File: src/rtl/intra16_mode_ctrl_if.sv
// Scheduler/datapath-facing bundle of the 16x16 intra mode controller.
// The master drives requests and pixel data; the slave is the controller.
interface intra16_mode_ctrl_if #(
  parameter int PW = 8,
  parameter int N  = 16
);
  localparam int RW = $clog2(N);
  localparam int AW = PW + 2 * RW;

  logic            start;
  logic            abort;
  logic            top_avail;
  logic            left_avail;
  logic [N*PW-1:0] top_pix;
  logic [N*PW-1:0] left_pix;
  logic            org_req;
  logic [RW-1:0]   org_row;
  logic            org_valid;
  logic [N*PW-1:0] org_data;
  logic            pred_en;
  logic [PW-1:0]   dc_value;
  logic            busy;
  logic            done;
  logic [1:0]      best_mode;
  logic [AW-1:0]   best_sad;

  modport master (
    output start, abort, top_avail, left_avail, top_pix, left_pix,
           org_valid, org_data,
    input  org_req, org_row, pred_en, dc_value, busy, done, best_mode, best_sad
  );

  modport slave (
    input  start, abort, top_avail, left_avail, top_pix, left_pix,
           org_valid, org_data,
    output org_req, org_row, pred_en, dc_value, busy, done, best_mode, best_sad
  );
endinterface

File: src/rtl/intra16_mode_ctrl.sv
// 16x16 luma intra sequencer: latches neighbours, derives DC, fetches the
// original rows, accumulates V/H/DC SADs and reports the cheapest mode.
module intra16_mode_ctrl #(
  parameter int PW = 8,
  parameter int N  = 16
) (
  input logic               clk,
  input logic               reset,
  intra16_mode_ctrl_if.slave bus
);
  localparam int RW = $clog2(N);
  localparam int SW = PW + RW;
  localparam int AW = SW + RW;

  typedef enum logic [2:0] {
    IDLE  = 3'd0,
    LOAD  = 3'd1,
    PRED  = 3'd2,
    FETCH = 3'd3,
    CMP   = 3'd4,
    DONE  = 3'd5
  } state_t;

  state_t          state;
  logic [N*PW-1:0] top_q;
  logic [N*PW-1:0] left_q;
  logic            top_av_q;
  logic            left_av_q;
  logic [AW-1:0]   acc_v;
  logic [AW-1:0]   acc_h;
  logic [AW-1:0]   acc_dc;

  logic            org_req_q;
  logic [RW-1:0]   row_q;
  logic            pred_en_q;
  logic [PW-1:0]   dc_q;
  logic            busy_q;
  logic            done_q;
  logic [1:0]      best_mode_q;
  logic [AW-1:0]   best_sad_q;

  logic [SW-1:0]   sum_t;
  logic [SW-1:0]   sum_l;
  logic [SW:0]     dc_wide;
  logic [PW-1:0]   dc_next;
  logic [PW-1:0]   left_r;
  logic [SW-1:0]   row_v;
  logic [SW-1:0]   row_h;
  logic [SW-1:0]   row_dc;
  logic [1:0]      cmp_mode;
  logic [AW-1:0]   cmp_sad;

  function automatic logic [PW-1:0] absdiff(input logic [PW-1:0] a, input logic [PW-1:0] b);
    return (a > b) ? (a - b) : (b - a);
  endfunction

  always_comb begin
    sum_t = '0;
    sum_l = '0;
    for (int unsigned k = 0; k < N; k++) begin
      sum_t = sum_t + SW'(top_q[k*PW +: PW]);
      sum_l = sum_l + SW'(left_q[k*PW +: PW]);
    end
    case ({top_av_q, left_av_q})
      2'b11:   dc_wide = ({1'b0, sum_t} + {1'b0, sum_l} + (SW+1)'(N)) >> (RW + 1);
      2'b10:   dc_wide = ({1'b0, sum_t} + (SW+1)'(N / 2)) >> RW;
      2'b01:   dc_wide = ({1'b0, sum_l} + (SW+1)'(N / 2)) >> RW;
      default: dc_wide = (SW+1)'(1) << (PW - 1);
    endcase
    dc_next = dc_wide[PW-1:0];
  end

  always_comb begin
    left_r = '0;
    for (int unsigned k = 0; k < N; k++) begin
      if (RW'(k) == row_q) left_r = left_q[k*PW +: PW];
    end
    row_v  = '0;
    row_h  = '0;
    row_dc = '0;
    for (int unsigned k = 0; k < N; k++) begin
      row_v  = row_v  + SW'(absdiff(bus.org_data[k*PW +: PW], top_q[k*PW +: PW]));
      row_h  = row_h  + SW'(absdiff(bus.org_data[k*PW +: PW], left_r));
      row_dc = row_dc + SW'(absdiff(bus.org_data[k*PW +: PW], dc_q));
    end
  end

  // Candidates are visited lowest priority first so that <= lets V win ties over H, and H over DC.
  always_comb begin
    cmp_mode = 2'd2;
    cmp_sad  = acc_dc;
    if (left_av_q && (acc_h <= cmp_sad)) begin
      cmp_mode = 2'd1;
      cmp_sad  = acc_h;
    end
    if (top_av_q && (acc_v <= cmp_sad)) begin
      cmp_mode = 2'd0;
      cmp_sad  = acc_v;
    end
  end

  // Outputs are registered on the transition into the state that owns them.
  always_ff @(posedge clk or posedge reset) begin
    if (reset) begin
      state       <= IDLE;
      top_q       <= '0;
      left_q      <= '0;
      top_av_q    <= 1'b0;
      left_av_q   <= 1'b0;
      acc_v       <= '0;
      acc_h       <= '0;
      acc_dc      <= '0;
      org_req_q   <= 1'b0;
      row_q       <= '0;
      pred_en_q   <= 1'b0;
      dc_q        <= '0;
      busy_q      <= 1'b0;
      done_q      <= 1'b0;
      best_mode_q <= '0;
      best_sad_q  <= '0;
    end else begin
      pred_en_q <= 1'b0;
      done_q    <= 1'b0;
      if (bus.abort && (state != IDLE)) begin
        state     <= IDLE;
        busy_q    <= 1'b0;
        org_req_q <= 1'b0;
      end else begin
        case (state)
          IDLE: begin
            if (bus.start) begin
              top_q     <= bus.top_pix;
              left_q    <= bus.left_pix;
              top_av_q  <= bus.top_avail;
              left_av_q <= bus.left_avail;
              busy_q    <= 1'b1;
              state     <= LOAD;
            end
          end
          LOAD: begin
            dc_q      <= dc_next;
            acc_v     <= '0;
            acc_h     <= '0;
            acc_dc    <= '0;
            pred_en_q <= 1'b1;
            state     <= PRED;
          end
          PRED: begin
            row_q     <= '0;
            org_req_q <= 1'b1;
            state     <= FETCH;
          end
          FETCH: begin
            if (bus.org_valid) begin
              acc_v  <= acc_v  + AW'(row_v);
              acc_h  <= acc_h  + AW'(row_h);
              acc_dc <= acc_dc + AW'(row_dc);
              row_q  <= row_q + 1'b1;
              if (row_q == RW'(N - 1)) begin
                org_req_q <= 1'b0;
                state     <= CMP;
              end
            end
          end
          CMP: begin
            best_mode_q <= cmp_mode;
            best_sad_q  <= cmp_sad;
            done_q      <= 1'b1;
            state       <= DONE;
          end
          DONE: begin
            busy_q <= 1'b0;
            state  <= IDLE;
          end
          default: begin
            busy_q    <= 1'b0;
            org_req_q <= 1'b0;
            state     <= IDLE;
          end
        endcase
      end
    end
  end

  assign bus.org_req   = org_req_q;
  assign bus.org_row   = row_q;
  assign bus.pred_en   = pred_en_q;
  assign bus.dc_value  = dc_q;
  assign bus.busy      = busy_q;
  assign bus.done      = done_q;
  assign bus.best_mode = best_mode_q;
  assign bus.best_sad  = best_sad_q;
endmodule

File: src/flat_wrapper.sv
// flat-port wrapper written by rule: the top's interface ports become plain ports
module intra16_mode_ctrl_flat 
#(
  parameter int PW = 8,
  parameter int N  = 16
)
  (clk, reset, bus_start, bus_abort, bus_top_avail, bus_left_avail, bus_top_pix, bus_left_pix, bus_org_valid, bus_org_data, bus_org_req, bus_org_row, bus_pred_en, bus_dc_value, bus_busy, bus_done, bus_best_mode, bus_best_sad);
  intra16_mode_ctrl_if #(.PW(PW), .N(N)) bus_i ();
  input logic clk;
  input logic reset;
  input wire logic [$bits(bus_i.start)-1:0] bus_start;
  input wire logic [$bits(bus_i.abort)-1:0] bus_abort;
  input wire logic [$bits(bus_i.top_avail)-1:0] bus_top_avail;
  input wire logic [$bits(bus_i.left_avail)-1:0] bus_left_avail;
  input wire logic [$bits(bus_i.top_pix)-1:0] bus_top_pix;
  input wire logic [$bits(bus_i.left_pix)-1:0] bus_left_pix;
  input wire logic [$bits(bus_i.org_valid)-1:0] bus_org_valid;
  input wire logic [$bits(bus_i.org_data)-1:0] bus_org_data;
  output wire logic [$bits(bus_i.org_req)-1:0] bus_org_req;
  output wire logic [$bits(bus_i.org_row)-1:0] bus_org_row;
  output wire logic [$bits(bus_i.pred_en)-1:0] bus_pred_en;
  output wire logic [$bits(bus_i.dc_value)-1:0] bus_dc_value;
  output wire logic [$bits(bus_i.busy)-1:0] bus_busy;
  output wire logic [$bits(bus_i.done)-1:0] bus_done;
  output wire logic [$bits(bus_i.best_mode)-1:0] bus_best_mode;
  output wire logic [$bits(bus_i.best_sad)-1:0] bus_best_sad;
  assign bus_i.start = bus_start;
  assign bus_i.abort = bus_abort;
  assign bus_i.top_avail = bus_top_avail;
  assign bus_i.left_avail = bus_left_avail;
  assign bus_i.top_pix = bus_top_pix;
  assign bus_i.left_pix = bus_left_pix;
  assign bus_i.org_valid = bus_org_valid;
  assign bus_i.org_data = bus_org_data;
  assign bus_org_req = bus_i.org_req;
  assign bus_org_row = bus_i.org_row;
  assign bus_pred_en = bus_i.pred_en;
  assign bus_dc_value = bus_i.dc_value;
  assign bus_busy = bus_i.busy;
  assign bus_done = bus_i.done;
  assign bus_best_mode = bus_i.best_mode;
  assign bus_best_sad = bus_i.best_sad;
  intra16_mode_ctrl #(.PW(PW), .N(N)) u_core (.clk(clk), .reset(reset), .bus(bus_i));
endmodule
File: config.mk
export PLATFORM = sky130hd
export DESIGN_NAME = intra16_mode_ctrl_flat
export DESIGN_NICKNAME = d
export VERILOG_FILES = /design/src/rtl/intra16_mode_ctrl_if.sv /design/src/rtl/intra16_mode_ctrl.sv /design/src/flat_wrapper.sv
export SDC_FILE = /design/constraint.sdc
export NUM_CORES = 2
export LEC_CHECK = 0
export CAP_MARGIN = 20
export CORE_MARGIN = 5
export CORE_UTILIZATION = 35
export DETAILED_ROUTE_END_ITERATION = 7
export GPL_ROUTABILITY_DRIVEN = 1
export PLACE_DENSITY_LB_ADDON = 0.08
export SYNTH_ARGS = -nofsm -noshare
export SYNTH_HDL_FRONTEND = slang
export SYNTH_SLANG_ARGS = --single-unit
File: constraint.sdc
create_clock -name clk -period 11.4 [get_ports clk]
set_input_delay 2.28 -clock clk [delete_from_list [all_inputs] [get_ports clk]]
set_output_delay 2.28 -clock clk [all_outputs]
set_load 0.02 [all_outputs]
==> run_summary.xml <==
<?xml version="1.0" encoding="UTF-8"?>
<metrics>
  <group name="critical_path">
    <metric name="timing.critical_path.fanout_max" unit="">8</metric>
    <metric name="regToRegSetupSlack" unit="ps">270</metric>
    <metric name="timing.critical_path.max_delay_family" unit="">adder cells</metric>
    <metric name="critPathArrivalTime" unit="ps">11710</metric>
    <metric name="reg2reg_depth" unit="">52</metric>
    <metric name="worstSetupStartpoint" unit="">u_core.bus.org_row[0]</metric>
    <metric name="critical-path-top-cell-by-count" unit="">fa_1</metric>
    <metric name="crit_end" unit="">u_core.acc_h[12]</metric>
    <metric name="worst-path-buf-inv" unit="">10</metric>
    <metric name="setup_crit_end_kind" unit="">flop</metric>
    <metric name="crit_slowest_cell" unit="">fa_2</metric>
    <metric name="reg2reg_from" unit="">u_core.bus.org_row[0]</metric>
    <metric name="timing.critical_path.depth" unit="">52</metric>
    <metric name="cp_data_required_time" unit="ps">11990</metric>
    <metric name="crit_path_max_incr_delay" unit="ps">650</metric>
    <metric name="worst-setup-path-type" unit="">flop to flop</metric>
    <metric name="r2r-end" unit="">u_core.acc_h[12]</metric>
    <metric name="cp-start-kind" unit="">flop</metric>
  </group>
  <group name="grt">
    <metric name="gr-usage-all-layers" unit="%">29.4</metric>
    <metric name="grt_pass1_vias" unit="">58500</metric>
    <metric name="grt_overflow" unit="">0</metric>
    <metric name="grt_first_pass_wirelength" unit="mm">402</metric>
    <metric name="grt_max_degree" unit="">163</metric>
    <metric name="antenna_found_initial" unit="">13</metric>
  </group>
  <group name="clock_tree">
    <metric name="cts.path.max_buffers" unit="">3</metric>
    <metric name="clk_latency" unit="ps">720</metric>
    <metric name="clock-root-buffer" unit="">clkbuf_16</metric>
    <metric name="clk_transition_reported_paths" unit="ps">60</metric>
    <metric name="cts-buffers-inserted" unit="">49</metric>
    <metric name="cts_hold_buffers" unit="">0</metric>
    <metric name="cts_num_sinks" unit="">343</metric>
    <metric name="cts_tree" unit="">built</metric>
    <metric name="h_tree_lvls" unit="">2</metric>
  </group>
  <group name="layout">
    <metric name="finish.net_count" unit="">10400</metric>
    <metric name="commonest_non_fill_non_tap_cell_in_the_layout" unit="">buf_4</metric>
    <metric name="final_core_util" unit="%">45.8</metric>
    <metric name="area_delta_synth_final" unit="%">29.9</metric>
    <metric name="design_area" unit="sq um">81700</metric>
    <metric name="drive_gt1_share" unit="%">20.3</metric>
    <metric name="mostFrequentLayoutCells" unit="">1108 x buf_4, 1065 x inv_1, 945 x ha_1</metric>
    <metric name="post_layout_nonfiller_instances" unit="">10800</metric>
    <metric name="filler_cell_count" unit="">17500</metric>
  </group>
  <group name="job">
    <metric name="max_cap_violations" unit="">0</metric>
  </group>
  <group name="timing">
    <metric name="clock_skew" unit="ps">50.2</metric>
    <metric name="clock.fmax" unit="MHz">89.9</metric>
    <metric name="timing_max_transition_violations_final" unit="">0</metric>
    <metric name="share_of_the_cycle_needed_by_the_critical_path_after_routing" unit="%">97.6</metric>
    <metric name="timing.final.hold_violations" unit="">0</metric>
    <metric name="holdWs" unit="ps">481</metric>
    <metric name="worst_slew_pin_slew" unit="ps">1240</metric>
    <metric name="final_period_minus_worst_setup_slack" unit="ps">11130</metric>
    <metric name="worst_slew_margin_rel" unit="%">17.2</metric>
    <metric name="endpoints_failing_setup" unit="">0</metric>
  </group>
  <group name="yosys">
    <metric name="synth.ff_latch_count" unit="">343</metric>
    <metric name="number_of_standard_cells_after_synthesis" unit="">6971</metric>
    <metric name="synthesis.area_per_instance" unit="sq um">9.03</metric>
    <metric name="synth_seq_area_share" unit="%">13.6</metric>
    <metric name="yosys_warnings" unit="">0</metric>
    <metric name="mappedNetlistArea" unit="sq um">62900</metric>
    <metric name="mappedNetlistNets" unit="">8937</metric>
    <metric name="synthFlopType" unit="">dfrtp_1</metric>
    <metric name="synth.distinct_cells" unit="">94</metric>
    <metric name="synthArstFlopShare" unit="%">100</metric>
    <metric name="synth-edff-count" unit="">0</metric>
  </group>
  <group name="worst_hold_path">
    <metric name="worstHoldStart" unit="">u_core.bus.best_mode[0]</metric>
    <metric name="min_path_type" unit="">flop to flop</metric>
    <metric name="hold_path_depth" unit="">1</metric>
  </group>
  <group name="placement">
    <metric name="post-place-cells" unit="">10700</metric>
    <metric name="count_of_port_buffers_added_during_placement" unit="">424</metric>
    <metric name="dpl-instance-area" unit="sq um">78600</metric>
    <metric name="place_congestion" unit="">0.994</metric>
    <metric name="post-dp-hpwl" unit="mm">242</metric>
  </group>
  <group name="floorplanning">
    <metric name="floorplan.initialDensity" unit="%">35.2</metric>
    <metric name="chipWidth" unit="microns">434</metric>
    <metric name="die_outline_area" unit="sq um">188000</metric>
    <metric name="coreArea" unit="sq um">179000</metric>
    <metric name="row_cnt" unit="">155</metric>
    <metric name="io_pins" unit="">425</metric>
    <metric name="fp.dieH" unit="microns">434</metric>
  </group>
  <group name="drt">
    <metric name="wirelength" unit="mm">283</metric>
    <metric name="post_drt_wl_per_cell" unit="microns">26.1</metric>
    <metric name="vias" unit="">57400</metric>
    <metric name="drt-initial-drc-count" unit="">4259</metric>
    <metric name="drc_errors" unit="">0</metric>
    <metric name="ant_nets" unit="">0</metric>
    <metric name="routed_via_density" unit="">5.30</metric>
    <metric name="drt_pre_antenna_iters" unit="">6</metric>
  </group>
  <group name="status">
    <metric name="run_status" unit="">finished, final reports clean</metric>
  </group>
</metrics>
[worst min-delay path by stage]
stage / to / slack [ps]
after global placement: u_core.bus.best_mode[0] / 470
after CTS: u_core.bus.best_mode[0] / 490
after detailed placement: u_core.bus.best_mode[0] / 470
after floorplan: u_core.acc_h[11] / 500
after global routing: u_core.bus.best_sad[15] / 530
final: u_core.bus.best_mode[0] / 480
[through the flow]
| step | worst slack (ps) | TNS [ps] |
|---|---|---|
| finish | 275 | 0 |
| global route | -80.2 | -185 |
| CTS | 2.08 | 0 |
| detailed placement | -622 | -8470 |
| global placement | -581 | -7440 |
| floorplan | 164 | 0 |
[per-layer routing]
layer / track usage, % / wire length [microns] / up-vias
met5: 0 / 44 / -
met4: 12.4 / 15100 / 8
met3: 3.51 / 15300 / 401
met2: 48.3 / 130000 / 1734
met1: 39.1 / 123000 / 28400
li1: - / - / 26800
[synthesized netlist by cell type (all sizes together), types with 15 or more instances]
cell / count / area, sq um
nor3b: 19 / 143
o21bai: 67 / 503
nor4: 28 / 175
nor3: 57 / 290
o221ai: 30 / 269
xor2: 138 / 1210
a211oi: 39 / 293
o21ai: 461 / 2350
inv: 1077 / 4040
nand3: 91 / 455
a21boi: 36 / 270
or3: 36 / 225
o22ai: 43 / 269
ha: 970 / 12100
a21o: 130 / 976
dfrtp: 343 / 8580
mux2: 212 / 2390
nor2: 170 / 643
nand2: 540 / 2030
fa: 605 / 12100
o2111ai: 29 / 254
mux2i: 263 / 2630
o211ai: 46 / 345
or2: 30 / 190
nand2b: 70 / 438
a21oi: 353 / 1780
and2: 23 / 144
a31oi: 64 / 419
a31o: 15 / 131
and3: 46 / 288
xnor2: 221 / 1940
buf: 52 / 245
o21a: 55 / 413
a22oi: 24 / 180
nand3b: 42 / 315
clkbuf: 123 / 462
nand4: 96 / 607
nor2b: 99 / 619
o31ai: 31 / 251
[final cells by class]
type,count,area [sq um],area share [%]
repair buffers,1589,13600,16.7
well taps,2355,2950,3.60
flip-flops and latches,343,8590,10.5
inverters,1078,4050,4.95
multi-input cells,5375,50800,62.2
clock inverters,25,358,0.438
clock buffers,65,1360,1.66
diodes,3,7.51,0.00918
[repair_timing]
item,4_1_cts,5_1_grt
setup buffers,2,20
gates cloned,0,1
pin swaps,11,107
setup endpoints to repair,6,21
resized for setup,35,221
[state kept, by name (all words and copies together), names as in the netlist]
register              count
u_core.acc_dc            16
u_core.acc_h             16
u_core.acc_v             16
u_core.bus.best_mode      2
u_core.bus.best_sad      16
u_core.bus.busy           1
u_core.bus.dc_value       8
u_core.bus.done           1
u_core.bus.org_req        1
u_core.bus.org_row        4
u_core.bus.pred_en        1
u_core.left_av_q          1
u_core.left_q           128
u_core.state              3
u_core.top_av_q           1
u_core.top_q            128
[kinds of logic (layout without fill, tap and decap cells)]
family	after synthesis	count (layout)	share of synthesized area, %
buffers and inverters	1253	2757	7.55
XOR/XNOR	359	359	5.00
multiplexers	482	482	8.23
flip-flops	343	343	13.6
AO/OA/AOI/OAI	1569	1569	16.0
other	0	3	0
AND/OR/NAND/NOR	1390	1390	11.0
adder cells (fa/ha/maj)	1575	1575	38.5
Power is not shown: default switching activity piles up to over one toggle a cycle in this logic, so the estimate is an artifact.
